<file path="src/rtl/fetch_unit.sv">
// fetch_unit: single-outstanding instruction fetch with redirect handling.
// Holds one instruction for the decoder. A response that belongs to a request
// abandoned by a redirect is swallowed in DROP.
// Optional feature: define FETCH_MISALIGN_TRAP_EN to trap redirects whose
// target is not word aligned (FAULT state, misaligned output). Without it
// the target's low two bits are cleared and the misaligned port does not exist.
module fetch_unit #(
  parameter logic [31:0] RESET_PC = 32'h0000_0000
) (
  input  logic        clk,
  input  logic        rst_n,
  output logic        imem_req_valid,
  input  logic        imem_req_ready,
  output logic [31:0] imem_req_addr,
  input  logic        imem_rsp_valid,
  input  logic [31:0] imem_rsp_data,
  output logic        instr_valid,
  input  logic        instr_ready,
  output logic [31:0] instr,
  output logic [31:0] instr_pc,
  input  logic        redirect_valid,
  input  logic [31:0] redirect_pc
`ifdef FETCH_MISALIGN_TRAP_EN
  ,
  output logic        misaligned
`endif
);

  typedef enum logic [2:0] {
    S_BOOT,
    S_REQ,
    S_WAIT,
    S_HOLD,
    S_DROP
`ifdef FETCH_MISALIGN_TRAP_EN
    ,
    S_FAULT
`endif
  } state_e;

  state_e      state_q, state_d;
  logic [31:0] pc_q;
  logic [31:0] tgt;

`ifdef FETCH_MISALIGN_TRAP_EN
  logic mis_tgt;
  logic fault_pend_q;
  logic pend_now;
  assign tgt     = redirect_pc;
  assign mis_tgt = |redirect_pc[1:0];
  // A request is still in flight if memory took it this cycle or a response
  // we were waiting for has not shown up yet.
  assign pend_now = (state_q == S_FAULT) ? (fault_pend_q && !imem_rsp_valid)
                  : ((state_q == S_REQ) && imem_req_ready) ||
                    (((state_q == S_WAIT) || (state_q == S_DROP)) && !imem_rsp_valid);
`else
  assign tgt = redirect_pc & 32'hFFFF_FFFC;
`endif

  // State register
  always_ff @(posedge clk or negedge rst_n) begin
    if (!rst_n) state_q <= S_BOOT;
    else        state_q <= state_d;
  end

  // Next-state: normal flow first, redirect overrides it
  always_comb begin
    state_d = state_q;
    case (state_q)
      S_BOOT:  state_d = S_REQ;
      S_REQ:   if (imem_req_ready) state_d = S_WAIT;
      S_WAIT:  if (imem_rsp_valid) state_d = S_HOLD;
      S_HOLD:  if (instr_ready)    state_d = S_REQ;
      S_DROP:  if (imem_rsp_valid) state_d = S_REQ;
      default: state_d = state_q;
    endcase
    if (redirect_valid) begin
      case (state_q)
        S_BOOT:  state_d = S_REQ;
        S_REQ:   state_d = imem_req_ready ? S_DROP : S_REQ;
        S_WAIT:  state_d = imem_rsp_valid ? S_REQ : S_DROP;
        S_HOLD:  state_d = S_REQ;
        S_DROP:  state_d = imem_rsp_valid ? S_REQ : S_DROP;
`ifdef FETCH_MISALIGN_TRAP_EN
        S_FAULT: state_d = (fault_pend_q && !imem_rsp_valid) ? S_DROP : S_REQ;
`endif
        default: state_d = S_REQ;
      endcase
`ifdef FETCH_MISALIGN_TRAP_EN
      if (mis_tgt) state_d = S_FAULT;
`endif
    end
  end

  // Outputs decoded from state; request address is always the current pc
  always_comb begin
    imem_req_valid = (state_q == S_REQ);
    imem_req_addr  = pc_q;
`ifdef FETCH_MISALIGN_TRAP_EN
    misaligned     = (state_q == S_FAULT);
`endif
  end

`ifdef FETCH_MISALIGN_TRAP_EN
  // Remember an in-flight request across FAULT so leaving FAULT can still drop it
  always_ff @(posedge clk or negedge rst_n) begin
    if (!rst_n)                 fault_pend_q <= 1'b0;
    else if (state_d == S_FAULT) fault_pend_q <= pend_now;
    else                        fault_pend_q <= 1'b0;
  end
`endif

  // pc and decoder-facing registers; redirect wins over capture and handoff
  always_ff @(posedge clk or negedge rst_n) begin
    if (!rst_n) begin
      pc_q        <= RESET_PC;
      instr_valid <= 1'b0;
      instr       <= 32'h0;
      instr_pc    <= 32'h0;
    end else if (redirect_valid) begin
      pc_q        <= tgt;
      instr_valid <= 1'b0;
    end else begin
      if ((state_q == S_WAIT) && imem_rsp_valid) begin
        instr       <= imem_rsp_data;
        instr_pc    <= pc_q;
        instr_valid <= 1'b1;
        pc_q        <= pc_q + 32'd4;   // wraps naturally at 2^32
      end else if ((state_q == S_HOLD) && instr_ready) begin
        instr_valid <= 1'b0;
      end
    end
  end

endmodule

</file>
<file path="config.mk">
export PLATFORM = sky130hd
export DESIGN_NAME = fetch_unit
export DESIGN_NICKNAME = d
export VERILOG_FILES = /design/src/rtl/fetch_unit.sv
export SDC_FILE = /design/constraint.sdc
export NUM_CORES = 1
export LEC_CHECK = 0
export CAP_MARGIN = 10
export CORE_ASPECT_RATIO = 1.1
export CORE_MARGIN = 2
export CORE_UTILIZATION = 45
export CTS_CLUSTER_DIAMETER = 80
export DETAILED_ROUTE_END_ITERATION = 6
export DONT_BUFFER_PORTS = 1
export GPL_TIMING_DRIVEN = 0
export PLACE_DENSITY = 0.63
export REMOVE_ABC_BUFFERS = 1
export SETUP_SLACK_MARGIN = 0.02
export SLEW_MARGIN = 5
export SYNTH_ARGS = -nofsm -noshare
export SYNTH_HDL_FRONTEND = slang
export SYNTH_SLANG_ARGS = --single-unit
</file>
<file path="constraint.sdc">
create_clock -name clk -period 2.8 [get_ports clk]
set_clock_uncertainty 0.2 [all_clocks]
set_input_delay 0.42 -clock clk [delete_from_list [all_inputs] [get_ports clk]]
set_output_delay 0.42 -clock clk [all_outputs]
set_load 0.02 [all_outputs]
</file>
# --- After elaboration in Yosys (flattened, before gate mapping) ---
# Index checks and enable logic that the tools add are counted.
word_totals:
  regBits: 100
  inputBits: 70
  output_inout_bits: 98
classes:
  addsub: 1
  n_eq_ne: 8
  n_mux: 14
  bitwise: 1
  n_reduce_logical: 9
ops:
  columns: ["operator", "n"]
  rows:
  - ["$mux 32", 2]
  - ["$add 32x3->32 const B", 1]
  - ["$mux 3", 7]
  - ["$pmux 3 s5", 1]
  - ["$ne 3x3->1 const B", 3]
  - ["$eq 3x2->1 const B", 2]
  - ["$pmux 3 s2", 1]
  - ["$reduce_bool 6->1", 1]
  - ["$reduce_and 5->1", 1]
  - ["$eq 3x1->1 const B", 1]
  - ["$eq 3x3->1 const B", 1]
  - ["$logic_not 3->1", 1]
  - ["$mux 1", 3]
  - ["$ne 3x1->1 const B", 1]
  - ["$reduce_bool 3->1", 1]
  - ["$logic_and 1x1->1", 2]
  - ["$reduce_and 2->1", 1]
  - ["$reduce_bool 2->1", 1]
  - ["$reduce_or 2->1", 1]
  - ["$not 1->1", 1]

# --- Longest topological paths before layout ---
# Gate-level depths: netlist of run 1.
logic_depth:
  depth_word: 5
  depth_mapped: 8

# --- Least setup slack after synthesis of run 1 ---
# Ideal clock, no wire load.
synth_path:
  path_kind: "reg-to-reg"
  start: "register state_q[2]"
  end: "register pc_q[25] (netlist: imem_req_addr[25])"
  setup_time_ns: 0.082
  arrival_time_ns: 2.071
  slack_ns: 0.447
  stages_incl_launch_ff: 7
  period_less_slack_ns: 2.353
  cell_sequence: "dfrtp_1 nand4bb_1 buf_2 or4_4 buf_6 or4_1 a31oi_1"
synth_between:
  elab_chain_len: 3
synth_lines:
  columns: ["item", "line_no", "rtl"]
  rows:
  - ["from (decl)", "41", "state_e state_q, state_d;"]
  - ["from (signal assigned)", "63", "else state_q <= state_d;"]
  - ["$eq 3x2->1", "124", "if ((state_q == S_WAIT) && imem_rsp_valid) begin"]
  - ["$logic_and 1x1->1", "124", null]
  - ["$reduce_bool 2->1 (no source line)", null, null]
  - ["to (signal assigned)", "121", "pc_q <= tgt;"]
  - ["to (signal assigned)", "128", "pc_q <= pc_q + 32'd4;"]
  - ["to (decl)", "42", "logic [31:0] pc_q;"]
# No other way between the ends.
# A chain may end at the register's enable or synchronous reset.

# --- Final worst setup path of run 1 ---
layout_path:
  start: "register pc_q[2] (netlist: imem_req_addr[2])"
  end: "register pc_q[18] (netlist: imem_req_addr[18])"
layout_between:
  elab_chain_len: 3
layout_lines:
  columns: ["item", "line_no", "rtl"]
  rows:
  - ["$add 32x3->32", "128", null]
  - ["$mux 32", "124", null]
  - ["$mux 32", "120", "end else if (redirect_valid) begin"]
# No other way between the ends. The select of a mux whose other input is x is not followed.

==> impl_summary.txt, run 1 <==
----------------------------------------------------
[Critical path]
  Data arrival at the endpoint of the critical path ... ~2700 ps
  Crit path max-delay family ... simple AND/OR/NAND/NOR gates
  Crit end category ... flop
  Ordered list of cells on the worst path ... ha_1, nand4_1, or3_1, or4_1, a31oi_1
  Critical Path Max Stage Delay ... about 590 ps
  Required time of the critical path ... 2870 ps
  Classification of the worst setup path ... reg -> reg
  Startpoint Class ... flop
  Crit Path Max Fanout ... 11
  Slowest-stage cell, CP ... sky130_fd_sc_hd__dfrtp_1
  Worst path bufs/invs ... 0

[Yosys]
  Top FF cell, synth ... sky130_fd_sc_hd__dfrtp_1
  Fraction of the yosys area taken by sequential cells ... between 50% and 60%
  Distinct cell type count of the synthesized netlist ... 41
  Synthesized flop and latch total ... 96
  Number of cells produced by synthesis ... between 300 and 400
  Number of flops mapped to enable cells by yosys ... 0
  Synthesized area per cell ... about 12 sq um
  Post-synth ARST share ... 100.0%
  Total of warnings raised by yosys ... 0
  Post-Synthesis Cell Area ... between 0.004 and 0.005 sq mm

[Timing]
  Worst Hold Slack ... -460.7 ps
  Setup repair after global routing missed its margin ... false
  Final setup violation count ... 0
  Max-slew violation count ... 0
  Min Clock Period, post-route ... about 2600 ps
  Relative slew slack ... a little under two fifths
  Summed negative setup slack over all endpoints ... 0 ps
  Maximum achievable frequency ... 383.9 MHz
  Worst-margin pin slew ... ~940 ps
  Number of endpoints with negative hold slack in the final report ... 96
  Fin crit share ... between 90 and 100%

[Global route]
  First-pass GRT wire length ... between 15 and 20 mm
  Maximum number of pins on one net before global-route repair ... 97
  Busiest grt layer ... met2
  Initial antenna violation count ... 0
  Global Route Usage Sum ... around 20%
  Global routing usage on met3 ... about 5.5%
  Via count of the first global-routing pass ... ~3200
  Global-route track usage on met1 ... about 25%
  GR met2 Demand/Resource ... 32.73%
  Remaining global-route overflow ... 0

[Pwr]
  Portion of total power attributed to the clock network ... just under 20%
  Internal power consumption ... approximately 2.7 mW
  Reported leakage power ... between 2 and 2.5 nW
  Largest voltage drop on the vdd net ... 0.4584 mV
  Net switching component of the power ... 1.712 mW
  Share of power burned in registers ... about 65%
  Net Sw Frac ... ~39%
  Power per cell area ... around 830 mW/mm^2
  Logic pwr share ... 16.2%

[Clocking]
  Buffer count from post-CTS setup fixing ... 0
  Clock Root Buffer ... sky130_fd_sc_hd__clkbuf_8
  Clock latency on the worst-skew pair ... ~360 ps
  Number of buffers added to fix hold violations after cts ... 62
  TritonCTS clock tree ... yes
  Clock tree sinks ... 96
  Clock H-tree levels ... 3
  Clock slew at reported path FFs ... ~90 ps
  Maximum clock path buffer count ... 2
  Number of CTS-inserted buffers ... 9

[Floorplan]
  Row count ... 37
  DIE AREA ... roughly 0.011 sq mm
  Placeable Area ... between 0.009 and 0.01 sq mm
  Initial core utilization ... between 40% and 50%
  X dimension of the die ... 97.97 um
  Top-Level Pins ... between 150 and 200
  Die height ... 107.4 um

[Drt]
  Vias after detailed routing ... approximately 3200
  Count of nets left with antenna violations after detail routing ... 0
  Post-route DRC ... 0
  Routed wirelength normalized by instance count ... 19.16 um
  Number of detailed-route iterations in the first pass ... 4
  Number of violations reported at the end of detailed-routing iteration 0 ... about 140
  Drt total wl ... about 11 mm
  Routed vias/inst ... approximately 5.8

[Layout]
  Area growth from synthesis to layout ... 20.44%
  Most used cells in the layout excluding fill and tap cells ... sky130_fd_sc_hd__dfrtp_1 (96), sky130_fd_sc_hd__mux2_2 (62), sky130_fd_sc_hd__dlygate4sd3_1 (62)
  Final layout net count ... roughly 500
  Diodes inserted ... 0
  Most common library cell in the layout ignoring fill and taps ... sky130_fd_sc_hd__dfrtp_1
  Share of post-route cells with drive strength above 1 ... between 10% and 20%

[Place]
  Routability cong. ... about 0.75
  Buffers on Ports ... 0
  HPWL after detailed placement ... approximately 6.6 mm

[Status]
  Status ... finished, violations left
  Failing checks ... hold timing

[Worst hold path]
  Min-delay worst type ... in -> async

[Run]
  Max-cap violations ... 0

----------------------------------------------------
[layout make-up]
type,count,area [sq um]
Sequential cell,96,2402
Timing Repair Buffer,63,640.6
Tap cell,117,146.4
Inverter,1,3.754
Clock inverter,5,41.29
Clock buffer,11,141.4
Fill cell,794,4134
Multi-Input combinational cell,256,1888
[final timing paths]
path	from	end	slack (ps)	cells past startpoint
setup / recovery	imem_req_addr[2]$_DFFE_PN0P_	imem_req_addr[18]$_DFFE_PN0P_	190	5
hold / removal	rst_n	instr_valid$_DFFE_PN0P_	-460	0
setup reg to reg	imem_req_addr[2]$_DFFE_PN0P_	imem_req_addr[18]$_DFFE_PN0P_	190	5
hold reg to reg	instr_pc[20]$_DFFE_PN0P_	instr_pc[20]$_DFFE_PN0P_	470	1
max in group asynchronous	rst_n	instr_pc[2]$_DFFE_PN0P_	2690	0
min in group clk	redirect_pc[26]	imem_req_addr[26]$_DFFE_PN0P_	40	2
[flip-flops by register name, summed over array words and instances (netlist names)]
register	flops
instr	32
imem_req_addr	30
instr_pc	30
state_q	3
instr_valid	1
[synth_stat cells (3+ instances only)]
cell type,n,area (sq um)
sky130_fd_sc_hd__a21oi_1,3,15.01
sky130_fd_sc_hd__a31oi_1,17,106.4
sky130_fd_sc_hd__and4_1,5,43.79
sky130_fd_sc_hd__buf_2,3,15.01
sky130_fd_sc_hd__buf_4,4,30.03
sky130_fd_sc_hd__clkbuf_1,18,67.56
sky130_fd_sc_hd__dfrtp_1,96,2402
sky130_fd_sc_hd__mux2_2,62,698.2
sky130_fd_sc_hd__nand2_1,30,112.6
sky130_fd_sc_hd__nand3_1,11,55.05
sky130_fd_sc_hd__nand4_1,11,68.82
sky130_fd_sc_hd__nor2_1,20,75.07
sky130_fd_sc_hd__nor3_1,3,15.01
sky130_fd_sc_hd__nor4_1,4,25.02
sky130_fd_sc_hd__o21ai_0,18,90.09
sky130_fd_sc_hd__o31ai_1,12,90.09
sky130_fd_sc_hd__or3_1,7,43.79
sky130_fd_sc_hd__or4_1,16,120.1
sky130_fd_sc_hd__xnor2_1,6,52.55
sky130_fd_sc_hd__xor2_1,4,35.03
[stage by stage]
| stage | area [sq um] | util [%] | std cells | power, mW | setup WS, ps |
|---|---|---|---|---|---|
| after floorplan | 4258 | - | 352 | 3.268 | -1421 |
| after global placement | 4404 | 46.86 | 469 | 3.432 | -2816 |
| after detailed placement | 4432 | 47.16 | 470 | 3.477 | -102.2 |
| after CTS | 5246 | 55.82 | 548 | 4.411 | 30.19 |
| after global routing | 5264 | 56.01 | 549 | 4.596 | 30.49 |
| final | 5264 | 56.01 | 549 | 4.378 | 194.9 |
[cell families (layout without fill, tap and decap cells)]
family / after synthesis / after routing / share of synthesized area [%]
multiplexers: 63 / 63 / 16.20
XOR/XNOR: 10 / 10 / 2.004
other: 1 / 4 / 0.08580
AO/OA/AOI/OAI: 58 / 58 / 8.503
adder cells (fa/ha/maj): 1 / 1 / 0.2862
flip-flops: 96 / 96 / 54.97
buffers and inverters: 27 / 80 / 2.920
AND/OR/NAND/NOR: 119 / 120 / 15.03
[power groups by stage]
stage | sequential, mW | combinational, mW | clock [mW]
2_1_floorplan | 2.71 | 0.554 | 0
3_3_place_gp | 2.84 | 0.595 | 0
3_5_place_dp | 2.85 | 0.624 | 0
4_1_cts | 2.83 | 0.702 | 0.882
5_1_grt | 2.89 | 0.784 | 0.924
6_report | 2.82 | 0.709 | 0.847
[routing by layer]
layer  part of all wire, %  vias up
met3                   6.4       13
met5                     0        -
met1                    40     1577
li1                      -     1489
met2                    52      115
met4                   1.6        0
[what timing repair did]
action | in CTS | in global routing
setup endpoints to repair | 39 | 38
cloned | 0 | 1
gates resized for setup | 2 | 1
pin swaps | 0 | 1
hold endpoints to repair | 158 | 96
No activity file was read; power rests on OpenSTA's default activity.
==> inputs of run 2 (changes only) <==
--- a/config.mk
+++ b/config.mk
@@ -8,12 +8,12 @@
 export CAP_MARGIN = 10
 export CORE_ASPECT_RATIO = 1.1
 export CORE_MARGIN = 2
-export CORE_UTILIZATION = 45
+export CORE_UTILIZATION = 44
 export CTS_CLUSTER_DIAMETER = 80
 export DETAILED_ROUTE_END_ITERATION = 6
-export DONT_BUFFER_PORTS = 1
 export GPL_TIMING_DRIVEN = 0
-export PLACE_DENSITY = 0.63
+export MAX_ROUTING_LAYER = met4
+export PLACE_DENSITY = 0.83
 export REMOVE_ABC_BUFFERS = 1
 export SETUP_SLACK_MARGIN = 0.02
 export SLEW_MARGIN = 5
==> constraint.sdc (replaced) <==
create_clock -name clk -period 2.8 [get_ports clk]
set_clock_uncertainty 0.2 [all_clocks]
set_input_delay 0.56 -clock clk [delete_from_list [all_inputs] [get_ports clk]]
set_output_delay 0.56 -clock clk [all_outputs]
set_load 0.02 [all_outputs]
==> run 2 against run 1 <==
Effect of this change: clock power rose by 9.2%; global-route usage is 1.6 points higher; first-iteration DRC count rose by 8.4%; critical endpoint is now imem_req_addr[23]$_DFFE_PN0P_; hold slack better by 770 ps; die area increased by 2.2%; the run now ends clean; fmax up 3.4%.
==> impl_summary.txt, run 2 (synthesized netlist as in run 1, its figures left out) <==
----------------------------------------------------
[Clocking]
  Clock Root Buffer ... sky130_fd_sc_hd__clkbuf_8 (unchanged)
  Clock latency on the worst-skew pair ... 360 ps (about the same)
  TritonCTS clock tree ... yes (unchanged)
  Clock slew at reported path FFs ... 90 ps (about the same)
  Buffer count from post-CTS setup fixing ... 0 (unchanged)
  Number of CTS-inserted buffers ... 9 (unchanged)
  Clock tree sinks ... 96 (unchanged)
  Maximum clock path buffer count ... 2 (unchanged)
  Clock H-tree levels ... 3 (unchanged)

[Place]
  Routability cong. ... 0.7941 (was 0.7497)
  Buffers on Ports ... 161 (was 0)
  HPWL after detailed placement ... 7.869 mm (was 6.614 mm)

[Pwr]
  Largest voltage drop on the vdd net ... 0.4565 mV (was 0.4584 mV)
  Reported leakage power ... 2.579 nW (was 2.157 nW)
  Power per cell area ... 849.2 mW/mm^2 (was 831.7 mW/mm^2)
  Total chip power ... 5.401 mW (was 4.378 mW)

[Drt]
  Vias after detailed routing ... 3657 (was 3194)
  Routed vias/inst ... 5.583 (was 5.818)
  Number of violations reported at the end of detailed-routing iteration 0 ... 155 (was 143)
  Drt total wl ... 11.10 mm (was 10.52 mm)
  Count of nets left with antenna violations after detail routing ... 0 (unchanged)
  Routed wirelength normalized by instance count ... 16.95 um (was 19.16 um)
  Number of detailed-route iterations in the first pass ... 4 (unchanged)
  Post-route DRC ... 0 (unchanged)

[Floorplan]
  DIE AREA ... 0.01075 sq mm (was 0.01052 sq mm)
  Placeable Area ... 0.009747 sq mm (was 0.009398 sq mm)
  Initial core utilization ... 44.84% (was 46.51%)
  Row count ... 38 (was 37)
  Die height ... 108.5 um (was 107.4 um)
  Top-Level Pins ... 168 (unchanged)
  X dimension of the die ... 99.03 um (was 97.97 um)

[Global route]
  Via count of the first global-routing pass ... 3631 (was 3168)
  Initial antenna violation count ... 0 (unchanged)
  Maximum number of pins on one net before global-route repair ... 62 (was 97)
  Global Route Usage Sum ... 21.39% (was 19.75%)
  First-pass GRT wire length ... 17.75 mm (was 16.53 mm)
  Remaining global-route overflow ... 0 (unchanged)

[Layout]
  Final core occ ... 65.25% (was 56.01%)
  Most used cells in the layout excluding fill and tap cells ... sky130_fd_sc_hd__clkdlybuf4s50_1 (157), sky130_fd_sc_hd__dfrtp_1 (96), sky130_fd_sc_hd__mux2_2 (62) (was sky130_fd_sc_hd__dfrtp_1 (96), sky130_fd_sc_hd__mux2_2 (62), sky130_fd_sc_hd__dlygate4sd3_1 (62))
  Filler Cell Count ... 755 (was 794)
  Number of flip-flops in the largest register ... 32 (unchanged)
  Final layout net count ... 601 (was 498)
  Total area of multi-input combinational cells ... 0.001899 sq mm (was 0.001888 sq mm)
  Area taken by flip-flops and latches ... 0.002402 sq mm (unchanged)
  Share of post-route cells with drive strength above 1 ... 16.26% (was 19.44%)
  Most common library cell in the layout ignoring fill and taps ... sky130_fd_sc_hd__clkdlybuf4s50_1 (was sky130_fd_sc_hd__dfrtp_1)
  Largest reg by FF count ... instr (unchanged)
  Diodes inserted ... 0 (unchanged)
  Area growth from synthesis to layout ... 45.52% (was 20.44%)

[Timing]
  Maximum achievable frequency ... 397.0 MHz (was 383.9 MHz)
  Fin crit share ... 89.95% (was 93.04%)
  Final setup violation count ... 0 (unchanged)
  Number of endpoints with negative hold slack in the final report ... 0 (was 96)
  Summed negative setup slack over all endpoints ... 0 ps (unchanged)
  Relative slew slack ... 47.08% (was 36.83%)
  Worst Hold Slack ... 309.4 ps (was -460.7 ps)
  Setup repair after global routing missed its margin ... false (unchanged)
  Max-slew violation count ... 0 (unchanged)
  Min Clock Period, post-route ... 2519 ps (was 2605 ps)
  Worst-margin pin slew ... 793.7 ps (was 941.8 ps)

[Critical path]
  Data arrival at the endpoint of the critical path ... 2610 ps (was 2680 ps)
  Required time of the critical path ... 2890 ps (was 2870 ps)
  Classification of the worst setup path ... reg -> reg (unchanged)
  Crit end category ... flop (unchanged)
  Startpoint Class ... flop (unchanged)
  Crit Path Max Fanout ... 10 (was 11)

[Worst hold path]
  Min-delay worst type ... reg -> reg (was in -> async)

[Run]
  Max-cap violations ... 0 (unchanged)

[Status]
  Status ... complete, no violations (was finished, violations left)

----------------------------------------------------
run 2: cell count changes in the layout (fill, tap and decap cells not counted), sizes merged, moves of 2 or more:
cell / change
buf: +4
clkbuf: +3
clkdlybuf4s50: +157
clkinv: -2
dlygate4sd3: -61
dlymetal6s2s: +2
run 2: metal layers:
metal  wire length [um]  vias up  GRT usage (%)
met3                730       20          3.555
li1                   -     1701              -
met1               4615     1793          27.21
met4                221        0          9.491
met2               5537      143          33.88
met5                  0        -              -
run 2: worst paths after layout:
path / startpoint / endpoint / slack (ps) / cells after the start
setup / recovery: state_q[2]$_DFFE_PN0P_ / imem_req_addr[23]$_DFFE_PN0P_ / 280 / 4
min in group asynchronous: rst_n / instr_pc[18]$_DFFE_PN0P_ / 490 / 2
hold / removal: instr[20]$_DFFE_PN0P_ / instr[20]$_DFFE_PN0P_ / 310 / 1
hold reg to reg: instr[20]$_DFFE_PN0P_ / instr[20]$_DFFE_PN0P_ / 310 / 1
max in group asynchronous: rst_n / instr_pc[31]$_DFFE_PN0P_ / 1240 / 3
setup reg to reg: state_q[2]$_DFFE_PN0P_ / imem_req_addr[23]$_DFFE_PN0P_ / 280 / 4
run 2: what timing repair did:
item	4_1_cts	5_1_grt
pin swaps	1	1
endpoints found under the setup margin	57	8
endpoints found under the hold margin	35	0
hold buffers	1	0
gates cloned	0	1
resized for setup	6	3
run 2: final cells by class:
| type | instances | area share, % |
|---|---|---|
| inverter | 1 | 0.07869 |
| sequential | 96 | 37.77 |
| multi-input combinational | 256 | 29.86 |
| tap | 120 | 2.361 |
| timing repair buffer | 166 | 26.78 |
| clock buffer | 14 | 2.558 |
| clock inverter | 2 | 0.5902 |
run 2: critical path: stages (launching register included):
cell and delay (ps):
sky130_fd_sc_hd__dfrtp_1 490, sky130_fd_sc_hd__nand4bb_4 370, sky130_fd_sc_hd__or4_2 830, sky130_fd_sc_hd__or3_1 390
sky130_fd_sc_hd__a31oi_1 160
run 2: through the flow:
step	worst slack [ps]	std cells	area, sq um
5_1_grt	178.1	655	6360
3_3_place_gp	-3764	633	6020
2_1_floorplan	-1451	352	4258
3_5_place_dp	-1166	636	6092
6_report	281.3	655	6360
4_1_cts	23.81	653	6324
run 2: power breakdown:
part / total [mW] / internal (mW) / switching [mW]
Clock: 0.925 / 0.464 / 0.461
Sequential: 2.17 / 1.85 / 0.321
Combinational: 2.31 / 1.26 / 1.05
==> inputs of run 3 (changes only) <==
--- a/config.mk
+++ b/config.mk
@@ -6,10 +6,10 @@
 export NUM_CORES = 1
 export LEC_CHECK = 0
 export CAP_MARGIN = 10
-export CORE_ASPECT_RATIO = 1.1
 export CORE_MARGIN = 2
 export CORE_UTILIZATION = 44
 export CTS_CLUSTER_DIAMETER = 80
+export CTS_CLUSTER_SIZE = 14
 export DETAILED_ROUTE_END_ITERATION = 6
 export GPL_TIMING_DRIVEN = 0
 export MAX_ROUTING_LAYER = met4
==> run 3 against run 2 <==
Effect of this change: register-to-register slack worse by 40 ps; fmax is 1.6% lower; cell area is 0.24% higher; largest cell class unchanged; wire length is 0.57% higher; critical path type unchanged.
==> impl_summary.txt, run 3 (synthesized netlist as in run 1, its figures left out) <==
----------------------------------------------------
[Timing]
  Max-slew violation count ... 0 (unchanged)
  Min Clock Period, post-route ... 2561 ps (was 2519 ps)
  Worst Hold Slack ... 37.69 ps (was 309.4 ps)
  Worst-margin pin slew ... 657.3 ps (was 793.7 ps)
  Relative slew slack ... 56.18% (was 47.08%)
  Summed negative setup slack over all endpoints ... 0 ps (unchanged)
  Final setup violation count ... 0 (unchanged)
  Setup repair after global routing missed its margin ... false (unchanged)
  Maximum achievable frequency ... 390.5 MHz (was 397.0 MHz)
  Number of endpoints with negative hold slack in the final report ... 0 (unchanged)
  Setup WS post-layout ... 239.2 ps (was 281.3 ps)
  Fin crit share ... 91.46% (was 89.95%)

[Critical path]
  Data arrival at the endpoint of the critical path ... 2630 ps (was 2610 ps)
  Required time of the critical path ... 2870 ps (was 2890 ps)
  Classification of the worst setup path ... reg -> reg (unchanged)
  Cells on worst reg2reg path ... 4 (unchanged)
  Crit end category ... flop (unchanged)
  Crit Path Max Fanout ... 10 (unchanged)
  Startpoint Class ... flop (unchanged)

[Global route]
  First-pass GRT wire length ... 18.39 mm (was 17.75 mm)
  Remaining global-route overflow ... 0 (unchanged)
  Maximum number of pins on one net before global-route repair ... 51 (was 62)
  Via count of the first global-routing pass ... 3611 (was 3631)
  Initial antenna violation count ... 0 (unchanged)
  Global Route Usage Sum ... 21.79% (was 21.39%)

[Pwr]
  Reported leakage power ... 2.582 nW (was 2.579 nW)
  Largest voltage drop on the vdd net ... 0.4385 mV (was 0.4565 mV)
  Power per cell area ... 837.0 mW/mm^2 (was 849.2 mW/mm^2)

[Layout]
  Diodes inserted ... 0 (unchanged)
  Share of post-route cells with drive strength above 1 ... 16.17% (was 16.26%)
  Most common library cell in the layout ignoring fill and taps ... sky130_fd_sc_hd__clkdlybuf4s50_1 (unchanged)
  Filler Cell Count ... 816 (was 755)
  Largest reg by FF count ... instr (unchanged)
  Area growth from synthesis to layout ... 45.86% (was 45.52%)
  Number of flip-flops in the largest register ... 32 (unchanged)
  Most used cells in the layout excluding fill and tap cells ... sky130_fd_sc_hd__clkdlybuf4s50_1 (157), sky130_fd_sc_hd__dfrtp_1 (96), sky130_fd_sc_hd__mux2_2 (62) (unchanged)
  Final layout net count ... 601 (unchanged)

[Worst hold path]
  Min-delay worst type ... in -> async (was reg -> reg)

[Floorplan]
  Top-Level Pins ... 168 (unchanged)
  X dimension of the die ... 103.7 um (was 99.03 um)
  Die height ... 103.7 um (was 108.5 um)
  Initial core utilization ... 44.92% (was 44.84%)
  DIE AREA ... 0.01075 sq mm (about the same)
  Placeable Area ... 0.009729 sq mm (was 0.009747 sq mm)
  Row count ... 36 (was 38)

[Drt]
  Post-route DRC ... 0 (unchanged)
  Routed wirelength normalized by instance count ... 16.79 um (was 16.95 um)
  Routed vias/inst ... 5.373 (was 5.583)
  Number of violations reported at the end of detailed-routing iteration 0 ... 128 (was 155)
  Count of nets left with antenna violations after detail routing ... 0 (unchanged)
  Number of detailed-route iterations in the first pass ... 4 (unchanged)
  Drt total wl ... 11.17 mm (was 11.10 mm)
  Vias after detailed routing ... 3573 (was 3657)

[Clocking]
  Number of CTS-inserted buffers ... 9 (unchanged)
  Maximum clock path buffer count ... 2 (unchanged)
  Clock latency on the worst-skew pair ... 340 ps (was 360 ps)
  Clock Root Buffer ... sky130_fd_sc_hd__clkbuf_8 (unchanged)
  TritonCTS clock tree ... yes (unchanged)
  Clock H-tree levels ... 3 (unchanged)
  Clock slew at reported path FFs ... 80 ps (was 90 ps)
  Clock tree sinks ... 96 (unchanged)

[Run]
  Max-cap violations ... 0 (unchanged)

[Place]
  HPWL after detailed placement ... 7.936 mm (was 7.869 mm)
  Routability cong. ... 0.8434 (was 0.7941)
  Buffers on Ports ... 161 (unchanged)
  Worst Setup Slack post-DPL ... -1112 ps (was -1166 ps)

[Status]
  Status ... complete, no violations (unchanged)

----------------------------------------------------
run 3: timing repair:
item,CTS,global route
setup endpoints to repair,65,6
buffers inserted,1,0
gates cloned,1,0
gates resized for setup,8,2
pin swaps,1,0
hold buffers,0,0
run 3: worst max-delay path, cell delays in order, from the launching register on:
cell,delay [ps]
sky130_fd_sc_hd__dfrtp_1,500
sky130_fd_sc_hd__nand4bb_4,390
sky130_fd_sc_hd__or4_4,670
sky130_fd_sc_hd__or4_1,540
sky130_fd_sc_hd__a31oi_1,180
run 3: routing by layer:
metal	vias up	GRT usage (%)	part of all wire (%)
met3	9	4.531	6.3
met4	0	5.019	0.76
li1	1698	-	-
met1	1732	27.97	43
met5	-	-	0
met2	134	35.90	50
run 3: path summary, 6_finish.rpt:
path | from | endpoint | slack, ps
hold reg to reg | instr_pc[29]$_DFFE_PN0P_ | instr_pc[29]$_DFFE_PN0P_ | 310
setup reg to reg | state_q[2]$_DFFE_PN0P_ | imem_req_addr[15]$_DFFE_PN0P_ | 240
hold / removal | rst_n | instr_pc[20]$_DFFE_PN0P_ | 40
min in group clk | instr_pc[29]$_DFFE_PN0P_ | instr_pc[29]$_DFFE_PN0P_ | 310
setup / recovery | state_q[2]$_DFFE_PN0P_ | imem_req_addr[15]$_DFFE_PN0P_ | 240
max in group asynchronous | rst_n | instr_pc[8]$_DFFE_PN0P_ | 1700
run 3: cell type report:
class,instances,area [sq um],area share (%)
repair buffers,166,1724,27.05
clock inverters,1,30.03,0.4711
flip-flops and latches,96,2402,37.68
clock buffers,12,145.1,2.277
inverters,1,5.005,0.07851
well taps,133,166.4,2.610
multi-input cells,256,1902,29.83
run 3: through the flow:
stage / total power [mW] / cells / utilization (%) / cell area [sq um]
after detailed placement: 4.503 / 649 / 62.86 / 6116
after global placement: 4.423 / 646 / 62.04 / 6036
final: 5.336 / 665 / 65.52 / 6375
after global routing: 5.617 / 665 / 65.52 / 6375
after floorplan: 3.268 / 352 / - / 4258
after CTS: 5.390 / 664 / 65.19 / 6342
run 3: where the power goes:
part	internal (mW)	leakage (nW)	total [mW]	switching, mW
Sequential	1.85	1.21	2.17	0.321
Clock	0.425	0.0884	0.856	0.432
Combinational	1.26	1.28	2.31	1.05
